File: config.mk
export PLATFORM = sky130hd
export DESIGN_NAME = one_wire_gc_host
export DESIGN_NICKNAME = d
export VERILOG_FILES = /design/src/rtl/one_wire_gc_pkg.sv /design/src/rtl/one_wire_gc_bit_decoder.sv /design/src/rtl/one_wire_gc_host.sv
export SDC_FILE = /design/constraint.sdc
export NUM_CORES = 1
export LEC_CHECK = 0
export CORE_AREA = 4 4 119 149
export CTS_CLUSTER_SIZE = 24
export DETAILED_ROUTE_END_ITERATION = 8
export DIE_AREA = 0 0 123 153
export PLACE_DENSITY = 0.8
export SLEW_MARGIN = 20
export SYNTH_ARGS = -nofsm -noshare
export SYNTH_HDL_FRONTEND = slang
export SYNTH_SLANG_ARGS = --single-unit
File: constraint.sdc
create_clock -name CLK -period 2.8 [get_ports CLK]
set_input_delay 0.28 -clock CLK [delete_from_list [all_inputs] [get_ports CLK]]
set_output_delay 0.28 -clock CLK [all_outputs]
set_load 0.01 [all_outputs]
File: src/rtl/one_wire_gc_pkg.sv
// Shared definitions for the GameCube one-wire host: state encoding, bus timing
// constants at the default 40 MHz clock, and well-known command codes.
package one_wire_gc_pkg;

    localparam int GC_CLKS_PER_US = 40;
    localparam int T1US = GC_CLKS_PER_US;
    localparam int T2US = 2 * GC_CLKS_PER_US;
    localparam int T3US = 3 * GC_CLKS_PER_US;
    localparam int T4US = 4 * GC_CLKS_PER_US;
    localparam int T5US = 5 * GC_CLKS_PER_US;
    localparam int T8US = 8 * GC_CLKS_PER_US;

    localparam logic [7:0]  CMD_PROBE  = 8'h00;
    localparam logic [7:0]  CMD_ORIGIN = 8'h41;
    localparam logic [23:0] CMD_POLL   = 24'h400300;

    typedef enum logic [3:0] {
        ST_IDLE     = 4'd0,
        ST_TX_LOW   = 4'd1,
        ST_TX_HIGH  = 4'd2,
        ST_STOP_LOW = 4'd3,
        ST_GUARD    = 4'd4,
        ST_RX_WAIT  = 4'd5,
        ST_RX_LOW   = 4'd6,
        ST_RX_HIGH  = 4'd7,
        ST_RX_STOP  = 4'd8
    } gc_state_e;

    // Low time of a transmitted bit cell; the high time is the rest of the 4 us cell.
    function automatic int tx_low_clks(input logic bit_val, input int clks_per_us);
        return bit_val ? clks_per_us : 3 * clks_per_us;
    endfunction

endpackage

File: src/rtl/one_wire_gc_bit_decoder.sv
// Receive front end: 2-FF synchroniser, edge detector, low-pulse classifier and
// stall detectors for the one-wire bus.
module one_wire_gc_bit_decoder #(
    parameter int CLKS_PER_US = 40
) (
    input  logic CLK,
    input  logic RESET,
    input  logic bus_in,
    output logic edge_fall,
    output logic bit_valid,
    output logic bit_value,
    output logic low_stall,
    output logic high_stall
);

    localparam logic [15:0] T2_C  = 16'(2 * CLKS_PER_US);
    localparam logic [15:0] T5_C  = 16'(5 * CLKS_PER_US);
    localparam logic [15:0] T8_C  = 16'(8 * CLKS_PER_US);
    localparam logic [15:0] SAT_C = 16'hFFFF;

    logic [1:0]  sync_q, sync_d;
    logic        lvl_q, lvl_d;
    logic [15:0] low_cnt_q, low_cnt_d;
    logic [15:0] high_cnt_q, high_cnt_d;
    logic        level_s, edge_rise_s;

    // Edge detection and run-length counting on the synchronised level.
    always_comb begin
        sync_d      = {sync_q[0], bus_in};
        level_s     = sync_q[1];
        lvl_d       = level_s;
        edge_fall   = lvl_q & ~level_s;
        edge_rise_s = ~lvl_q & level_s;

        if (edge_fall) begin
            low_cnt_d = 16'd1;
        end else if (!level_s && (low_cnt_q != SAT_C)) begin
            low_cnt_d = low_cnt_q + 16'd1;
        end else begin
            low_cnt_d = low_cnt_q;
        end

        if (edge_rise_s) begin
            high_cnt_d = 16'd1;
        end else if (level_s && (high_cnt_q != SAT_C)) begin
            high_cnt_d = high_cnt_q + 16'd1;
        end else begin
            high_cnt_d = high_cnt_q;
        end

        bit_valid  = edge_rise_s;
        bit_value  = (low_cnt_q < T2_C);
        low_stall  = ~level_s & (low_cnt_q >= T5_C);
        high_stall = level_s & (high_cnt_q >= T8_C);
    end

    // Synchroniser and counter registers; the bus idles high.
    always_ff @(posedge CLK) begin
        if (!RESET) begin
            sync_q     <= 2'b11;
            lvl_q      <= 1'b1;
            low_cnt_q  <= 16'd0;
            high_cnt_q <= 16'd0;
        end else begin
            sync_q     <= sync_d;
            lvl_q      <= lvl_d;
            low_cnt_q  <= low_cnt_d;
            high_cnt_q <= high_cnt_d;
        end
    end

endmodule

File: src/rtl/one_wire_gc_host.sv
// Console-side GameCube one-wire initiator: sends a 1-24 bit command plus stop
// bit, releases the bus, then collects the controller response into RSP.
module one_wire_gc_host
    import one_wire_gc_pkg::*;
#(
    parameter int CLKS_PER_US = GC_CLKS_PER_US,
    parameter int RSP_WIDTH   = 80,
    parameter int TIMEOUT_US  = 100,
    parameter int GUARD_CLKS  = 10
) (
    input  logic                 CLK,
    input  logic                 RESET,
    input  logic                 START,
    input  logic [23:0]          CMD,
    input  logic [4:0]           CMD_BITS,
    input  logic [6:0]           RSP_BITS,
    input  logic                 GC_BUS_IN,
    output logic                 GC_BUS_OUT,
    output logic                 BUSY,
    output logic                 DONE,
    output logic                 TIMEOUT_ERR,
    output logic [RSP_WIDTH-1:0] RSP,
    output logic [6:0]           RSP_COUNT
);

    localparam int          IDX_W   = $clog2(RSP_WIDTH);
    localparam logic [15:0] T1_C    = 16'(CLKS_PER_US);
    localparam logic [15:0] CELL_C  = 16'(4 * CLKS_PER_US);
    localparam logic [15:0] T8_C    = 16'(8 * CLKS_PER_US);
    localparam logic [15:0] TO_C    = 16'(TIMEOUT_US * CLKS_PER_US);
    localparam logic [15:0] GUARD_C = 16'(GUARD_CLKS);

    gc_state_e            state_q, state_d;
    logic [15:0]          cnt_q, cnt_d;
    logic [23:0]          cmd_q, cmd_d;
    logic [4:0]           bits_q, bits_d;
    logic [6:0]           rsp_bits_q, rsp_bits_d;
    logic [RSP_WIDTH-1:0] rsp_q, rsp_d;
    logic [6:0]           rsp_count_q, rsp_count_d;
    logic                 bus_out_q, bus_out_d;
    logic                 busy_q, busy_d;
    logic                 done_q, done_d;
    logic                 err_q, err_d;
    logic [15:0]          low_len_s, high_len_s;
    logic [IDX_W-1:0]     rsp_idx_s;
    logic                 edge_fall_s, bit_valid_s, bit_value_s, low_stall_s, high_stall_s;

    one_wire_gc_bit_decoder #(
        .CLKS_PER_US (CLKS_PER_US)
    ) u_decoder (
        .CLK        (CLK),
        .RESET      (RESET),
        .bus_in     (GC_BUS_IN),
        .edge_fall  (edge_fall_s),
        .bit_valid  (bit_valid_s),
        .bit_value  (bit_value_s),
        .low_stall  (low_stall_s),
        .high_stall (high_stall_s)
    );

    // Transaction sequencing; bus drive, BUSY and DONE follow the next state so they are registered.
    always_comb begin
        state_d     = state_q;
        cnt_d       = cnt_q;
        cmd_d       = cmd_q;
        bits_d      = bits_q;
        rsp_bits_d  = rsp_bits_q;
        rsp_d       = rsp_q;
        rsp_count_d = rsp_count_q;
        done_d      = 1'b0;
        err_d       = err_q;
        low_len_s   = 16'(tx_low_clks(cmd_q[23], CLKS_PER_US));
        high_len_s  = CELL_C - low_len_s;
        rsp_idx_s   = IDX_W'(RSP_WIDTH - 1 - int'(rsp_count_q));

        case (state_q)
            ST_IDLE: begin
                if (START && (CMD_BITS != 5'd0)) begin
                    cmd_d       = CMD;
                    bits_d      = (CMD_BITS > 5'd24) ? 5'd24 : CMD_BITS;
                    rsp_bits_d  = (int'(RSP_BITS) > RSP_WIDTH) ? 7'(RSP_WIDTH) : RSP_BITS;
                    rsp_d       = '0;
                    rsp_count_d = 7'd0;
                    err_d       = 1'b0;
                    cnt_d       = 16'd0;
                    state_d     = ST_TX_LOW;
                end else begin
                    state_d = ST_IDLE;
                end
            end
            ST_TX_LOW: begin
                if (cnt_q == low_len_s - 16'd1) begin
                    cnt_d   = 16'd0;
                    state_d = ST_TX_HIGH;
                end else begin
                    cnt_d = cnt_q + 16'd1;
                end
            end
            ST_TX_HIGH: begin
                if (cnt_q == high_len_s - 16'd1) begin
                    cnt_d   = 16'd0;
                    cmd_d   = {cmd_q[22:0], 1'b0};
                    bits_d  = bits_q - 5'd1;
                    state_d = (bits_q == 5'd1) ? ST_STOP_LOW : ST_TX_LOW;
                end else begin
                    cnt_d = cnt_q + 16'd1;
                end
            end
            ST_STOP_LOW: begin
                if (cnt_q == T1_C - 16'd1) begin
                    cnt_d   = 16'd0;
                    state_d = ST_GUARD;
                end else begin
                    cnt_d = cnt_q + 16'd1;
                end
            end
            ST_GUARD: begin
                if (cnt_q == GUARD_C - 16'd1) begin
                    cnt_d = 16'd0;
                    if (rsp_bits_q == 7'd0) begin
                        done_d  = 1'b1;
                        err_d   = 1'b0;
                        state_d = ST_IDLE;
                    end else begin
                        state_d = ST_RX_WAIT;
                    end
                end else begin
                    cnt_d = cnt_q + 16'd1;
                end
            end
            ST_RX_WAIT: begin
                if (edge_fall_s) begin
                    state_d = ST_RX_LOW;
                end else if (cnt_q == TO_C - 16'd1) begin
                    done_d  = 1'b1;
                    err_d   = 1'b1;
                    state_d = ST_IDLE;
                end else begin
                    cnt_d = cnt_q + 16'd1;
                end
            end
            ST_RX_LOW: begin
                if (bit_valid_s) begin
                    rsp_d[rsp_idx_s] = bit_value_s;
                    rsp_count_d      = rsp_count_q + 7'd1;
                    cnt_d            = 16'd0;
                    state_d          = (rsp_count_d == rsp_bits_q) ? ST_RX_STOP : ST_RX_HIGH;
                end else if (low_stall_s) begin
                    done_d  = 1'b1;
                    err_d   = 1'b1;
                    state_d = ST_IDLE;
                end else begin
                    state_d = ST_RX_LOW;
                end
            end
            ST_RX_HIGH: begin
                if (edge_fall_s) begin
                    state_d = ST_RX_LOW;
                end else if (high_stall_s) begin
                    done_d  = 1'b1;
                    err_d   = 1'b1;
                    state_d = ST_IDLE;
                end else begin
                    state_d = ST_RX_HIGH;
                end
            end
            ST_RX_STOP: begin
                // A missing stop bit is tolerated: the data is already complete.
                if (bit_valid_s || (cnt_q == T8_C - 16'd1)) begin
                    done_d  = 1'b1;
                    err_d   = 1'b0;
                    state_d = ST_IDLE;
                end else begin
                    cnt_d = cnt_q + 16'd1;
                end
            end
            default: begin
                state_d = ST_IDLE;
            end
        endcase

        bus_out_d = !((state_d == ST_TX_LOW) || (state_d == ST_STOP_LOW));
        busy_d    = (state_d != ST_IDLE);
    end

    // State and output registers.
    always_ff @(posedge CLK) begin
        if (!RESET) begin
            state_q     <= ST_IDLE;
            cnt_q       <= 16'd0;
            cmd_q       <= 24'd0;
            bits_q      <= 5'd0;
            rsp_bits_q  <= 7'd0;
            rsp_q       <= '0;
            rsp_count_q <= 7'd0;
            bus_out_q   <= 1'b1;
            busy_q      <= 1'b0;
            done_q      <= 1'b0;
            err_q       <= 1'b0;
        end else begin
            state_q     <= state_d;
            cnt_q       <= cnt_d;
            cmd_q       <= cmd_d;
            bits_q      <= bits_d;
            rsp_bits_q  <= rsp_bits_d;
            rsp_q       <= rsp_d;
            rsp_count_q <= rsp_count_d;
            bus_out_q   <= bus_out_d;
            busy_q      <= busy_d;
            done_q      <= done_d;
            err_q       <= err_d;
        end
    end

    assign GC_BUS_OUT  = bus_out_q;
    assign BUSY        = busy_q;
    assign DONE        = done_q;
    assign TIMEOUT_ERR = err_q;
    assign RSP         = rsp_q;
    assign RSP_COUNT   = rsp_count_q;

endmodule

==> metrics.md <==
| Metric | Value |
|---|---|
| Cell Area, Synth | `about 0.009 sq mm` |
| Syn avg cell area | `7.595 sq um` |
| Clk_lat worst skew | `0.43 ns` |
| Crit-path max cell delay | `around 0.63 ns` |
| Reg-to-reg endpoint | `RSP[6]` |
| Cell variety after synth | `70` |
| Worst reg-to-reg setup slack | `between 0.15 and 0.2 ns` |
| Clk slew on worst S/H paths | `about 0.070 ns` |
| Number of remaining DRC errors | `0` |
| RR Startpoint | `state_q[3]` |
| Final wirelength | `roughly 26000 um` |
| First-pass GRT wire length | `about 42000 um` |
| Gr usage total | `between 20 and 30%` |
| PwrDens | `a little over 500 mW/mm^2` |
| Final worst setup slack | `0.1572 ns` |
| Period utilization | `around 94%` |
| # hold bufs at CTS | `0` |
| Standard-cell rows | `52` |
| Clk buf depth | `2` |
| Total of max-cap violations | `0` |
| Arr. time, crit path | `3.00 ns` |
| Clock root buffer master | `clkbuf_16` |
| Initial Util | `54.71%` |
| GR Overflow Total | `0` |
| Hold path startpoint | `u_decoder.sync_q[0]` |
| Mapped Nets | `approximately 1.2k` |
| Die Span Y | `roughly 150 um` |
| Async SR Flop Fraction | `0%` |
| Routed WL per cell | `roughly 17 um` |
| Hold_ws | `between 0.4 and 0.5 ns` |
| Post-CTS setup buffers | `0` |
| WP buf/inv | `1` |
| Syn Inst Count | `approximately 1.2k` |
| Sequential area share after synthesis | `about two fifths` |
| Register-to-Register Path Depth | `8` |
| GPL Wtd Cong | `0.9093` |
| ANT cells | `0` |
| Worst Clk Skew | `~0.011 ns` |
| Area grow syn2layout | `25.85%` |
| Final setup violation count | `0` |
| Critical path's slowest cell | `nor2b_1` |
| Yosys reg bits | `182` |
| Max-slew headroom | `about 46%` |
| Worst-path fanout max | `11` |
| Detail Route Antenna Nets | `0` |
| Setup TNS | `0 ns` |
| Final Non-Filler Cells | `around 1.5k` |
| Overall Power | `between 5000 and 6000 uW` |
| CTS sink cnt | `~180` |
| Placed instance count | `between 1k and 1.5k` |
| Worst hold path type | `reg -> reg` |
| Vias | `8803` |
| Die area | `around 0.019 sq mm` |
| Number of synthesis warnings | `0` |
| Final max-slew violation count | `0` |
| Share of layout cells above drive strength 1 | `about 8%` |
| Worst slew pin tran | `between 0.8 and 0.9 ns` |
| CP top delay family | `simple AND/OR/NAND/NOR gates` |
| Final Hold Fails | `0` |
| DR pass1 iterations | `5` |
| H-tree Lvls | `4` |
| DR vias/cell | `between 5 and 6` |
| Worst EP required | `~3.2 ns` |
| Period minus WS final | `approximately 2.6 ns` |
| Post-synth EDFFs | `0` |
| Ports | `about 130` |
| Worst-path cell chain | `nand4bb_2 -> or2_1 -> and2_4 -> nand4b_1 -> buf_12 -> nor2b_1 -> nand2_1 -> a21oi_1` |
| Pleak | `approximately 0.0039 uW` |
| FMAX | `around 380 MHz` |
| Setup CP Type | `reg -> reg` |
| Worst setup EP type | `flop` |
| Place WS | `about 0.030 ns` |
| Vias in the first global route | `approximately 8.5k` |
| Initial antenna violation count | `0` |
| Maximum vdd drop | `between 0.3 and 0.4 mV` |
| I/O Buffers | `between 100 and 150` |
| CTS tree | `built` |
| Startpoint types | `flop` |
| Worst Hold End | `u_decoder.sync_q[1]` |
| Synth Flop Type | `dfxtp_1` |
| Core area | `~0.016 sq mm` |
| Iter 0 DRT Violations | `approximately 770` |
| Nets | `about 1.3k` |
| Post-DP HPWL | `~18000 um` |
| Hold path cells | `1` |
| Die Width | `~120 um` |
| TritonCTS buffer count | `17` |
| Post-CTS sizing | `0` |
| Pin count of the biggest net entering global routing | `90` |
| RSZ-0062 raised after global routing | `false` |
| Status | `completed` |
==> flip-flops by register name (all words and copies together) (netlist names) <==
signal / flops
u_decoder.lvl_q: 1
BUSY: 1
RSP_COUNT: 7
bits_q: 5
GC_BUS_OUT: 1
u_decoder.high_cnt_q: 16
u_decoder.low_cnt_q: 16
cnt_q: 16
state_q: 4
cmd_q: 24
TIMEOUT_ERR: 1
DONE: 1
u_decoder.sync_q: 2
RSP: 80
rsp_bits_q: 7
==> power by group <==
group	leakage (uW)	total, uW	internal [uW]	switching, uW
registers	0.00148	2680	2640	41.2
logic	0.00215	380	161	219
clock network	0.000314	2630	1520	1100
total	0.00394	5690	4330	1360
==> Yosys cell counts (7+ instances only) <==
cell type	number	area, sq um
a21oi_1	155	775.7
a22oi_1	7	52.55
a311oi_1	23	201.4
and2_1	11	68.82
and3_1	13	81.33
buf_2	16	80.08
clkbuf_1	62	232.7
dfxtp_1	182	3643
ha_1	11	137.6
inv_1	19	71.32
nand2_1	195	732.0
nand2b_1	11	68.82
nand3_1	62	310.3
nand4_1	17	106.4
nor2_1	126	473.0
nor2b_1	7	43.79
nor3_1	20	100.1
nor4_1	19	118.9
o21ai_0	67	335.3
or3_1	7	43.79
xnor2_1	30	262.8
xor2_1	17	148.9
==> worst max-delay path by stage <==
stage	slack [ns]	end	cells past startpoint	start
floorplan	0.32	RSP[13]	10	RSP_COUNT[4]
global placement	0.07	RSP[69]	9	CMD_BITS[3]
detailed placement	0.03	RSP[5]	9	CMD_BITS[3]
CTS	0.17	cnt_q[9]	9	cnt_q[0]
global route	0.004	RSP[6]	8	state_q[3]
finish	0.16	RSP[6]	8	state_q[3]
==> stage by stage <==
step	cell area, sq um	utilization (%)
after floorplan	8864	-
after global placement	10500	64.79
after detailed placement	10500	64.79
after CTS	11140	68.76
after global routing	11150	68.85
final	11150	68.85
==> area by class of cell <==
type / instances / area (sq um)
inverters: 20 / 76.32
fillers: 1297 / 5046
clock inverters: 15 / 217.7
well taps: 216 / 270.3
clock buffers: 17 / 425.4
repair buffers: 177 / 1704
multi-input cells: 881 / 4817
flip-flops and latches: 182 / 3643
==> routing by layer <==
metal | wire [um] | GRT usage, % | vias to the layer above | part of all wire (%)
li1 | - | - | 4296 | -
met2 | 12610 | 45.27 | 354 | 49
met5 | 0 | 0 | - | 0
met3 | 2059 | 7.837 | 66 | 8.0
met4 | 860 | 11.61 | 0 | 3.3
met1 | 10340 | 34.00 | 4087 | 40
==> placed cells by master, fill, tap and decap left out, drive strengths merged, types with 18 or more instances in the layout <==
master | Yosys | layout
dfxtp | 182 | 182
clkdlybuf4s50 | 0 | 130
xnor2 | 30 | 30
inv | 20 | 25
a21oi | 155 | 155
a311oi | 23 | 23
nand3 | 62 | 62
nor4 | 22 | 22
nand2 | 195 | 195
nor2 | 129 | 129
nor3 | 20 | 20
o21ai | 68 | 68
nand4 | 18 | 18
buf | 22 | 47
==> cell families after synthesis <==
kind of cell | count (synthesis) | share of synthesized area (%)
muxes | 5 | 0.5647
xor gates and xnor gates | 48 | 4.912
DFF | 182 | 41.11
adders and majority gates | 11 | 1.553
and+or+nand+nor | 529 | 28.29
AOI/OAI and AO/OA | 288 | 18.73
buffers and inverters | 104 | 4.842
Note: power is estimated with default switching activity, not from simulation.
==> patch (config.mk and constraints unchanged) <==
Set the parameter `RSP_WIDTH` to 84 (it was 80).
--- a/src/rtl/one_wire_gc_host.sv
+++ b/src/rtl/one_wire_gc_host.sv
@@ -6,3 +6,3 @@
     parameter int CLKS_PER_US = GC_CLKS_PER_US,
-    parameter int RSP_WIDTH   = 80,
+    parameter int RSP_WIDTH   = 84,
     parameter int TIMEOUT_US  = 100,
Ports: changed (resized RSP); port bits go from 131 to 135. The function was not compared with the original's and may differ.
==> patch against the unedited design <==
Design area increased by 6.3%; highest routed layer unchanged; sequential cell count is 4 higher; area after synthesis rose by 5.5%; critical path depth unchanged; global-route usage decreased by 0.56 points; utilization increased by 4.4 points; sequential power grew 2%; worst setup slack got worse by 0.038 ns; synthesized cell count shrank 0.34%; wire length up 0.31%; total power is 0.35% lower.
==> patch: results (changes against the unedited design) <==
Place
  • Dpl ws: -0.0426 ns (was 0.0296 ns)
  • Placed Cells: 1498 (was 1476)
  • IO buf count: 134 (was 130)
  • Post-DP HPWL: 18000 um (was 17600 um)

Hold path
  • Hold crit path type: in -> reg (was reg -> reg)
  • Min-Delay Path Depth: 2 (was 1)

Global route
  • First-pass GRT wire length: 41900 um (was 42300 um)
  • Met1 GRT Util: 32.0% (was 34.0%)
  • Vias in the first global route: 8601 (was 8484)
  • Tot GR Track Use: 27.1% (was 27.7%)
  • Met3 Usage GRT: 4.29% (was 7.84%)
  • Largest net degree at the start of global routing: 70 (was 90)

Routing
  • Average wire per standard cell: 16.9 um (was 17.1 um)
  • Drt first-iter violations: 762 (was 765)
  • Met1 Wirelength: 10200 um (was 10300 um)

Run status
  • Outcome: finished, final reports clean (unchanged)

Pwr
  • Leakage Power: 4.33 nW (was 3.94 nW)

Timing
  • Fin Hold WS: 0.353 ns (was 0.410 ns)
  • Slew headroom: 52.2% (was 45.6%)

Finish
  • Max reg flops: 84 (was 80)
  • Nets: 1357 (was 1330)
  • Share of cells above drive strength 1: 9.63% (was 7.82%)

Critical path
  • FF-to-FF setup slack: 0.12 ns (was 0.16 ns)
  • CP Max Fanout: 29 (was 11)
  • RR Startpoint: cnt_q[11] (was state_q[3])
  • Reg-to-reg endpoint: cmd_q[23] (was RSP[6])

Logic synthesis
  • Top cells by count, synth: dfxtp_1 (186), nand2_1 (176), nor2_1 (93), nand3_1 (70) (was nand2_1 (195), dfxtp_1 (182), a21oi_1 (155), nor2_1 (126), o21ai_0 (67))
  • Post-Synth Adder-Cell Area: 1.47% (was 1.55%)
  • Mux contribution to synthesized area: 0.214% (was 0.565%)
  • Cells after synthesis: 1163 (was 1167)
  • Synth Area in Compound Gates: 21.5% (was 18.7%)
  • Post-synth cell types: 67 (was 70)
patch: cell count changes in the layout (fill, tap and decap cells not counted), moves of 25 or more:
cell | before | now
o211a_1 | 1 | 26
a21oi_1 | 155 | 56
a32oi_1 | 1 | 48
a21boi_0 | 3 | 28
nor2b_1 | 4 | 63
nor2_1 | 126 | 91
patch: worst max-delay path by stage:
stage               depth (start not counted)         to  slack, ns
floorplan                                  10     RSP[4]      -0.02
global placement                            8    RSP[74]       0.05
detailed placement                          8    RSP[18]      -0.04
CTS                                         8  bits_q[2]      0.008
global route                                8  cmd_q[23]      -0.05
finish                                      8  cmd_q[23]       0.12
patch: cell type report:
| type | count | area, um2 |
|---|---|---|
| multi-input cells | 873 | 5250 |
| fillers | 1274 | 4340 |
| flip-flops and latches | 186 | 3720 |
| repair buffers | 204 | 1920 |
| clock buffers | 19 | 443 |
| well taps | 216 | 270 |
| clock inverters | 13 | 165 |
| inverters | 24 | 90.1 |
patch: report_power, final:
group	internal [W]	switching, W	leakage, nW
Sequential	0.00270	0.0000405	1.51
Combinational	0.000198	0.000222	2.52
Clock	0.00144	0.00107	0.299
patch: through the flow:
step           cell area (um2)  total power (W)
2_1_floorplan             9360          0.00305
3_3_place_gp             11200          0.00319
3_5_place_dp             11200          0.00320
4_1_cts                  11800          0.00567
5_1_grt                  11900          0.00584
6_report                 11900          0.00567
patch: repair_timing:
action                     4_1_cts  5_1_grt
gates resized for setup          0       10
setup buffers                    0        3
setup endpoints to repair        0       50
hold buffers                     0        0
patch: cells by family after synthesis:
logic type	Yosys count
AO/OA/AOI/OAI	283
XOR/XNOR	46
adder cells (fa/ha/maj)	11
buffers and inverters	104
flip-flops	186
multiplexers	2
AND/OR/NAND/NOR	531
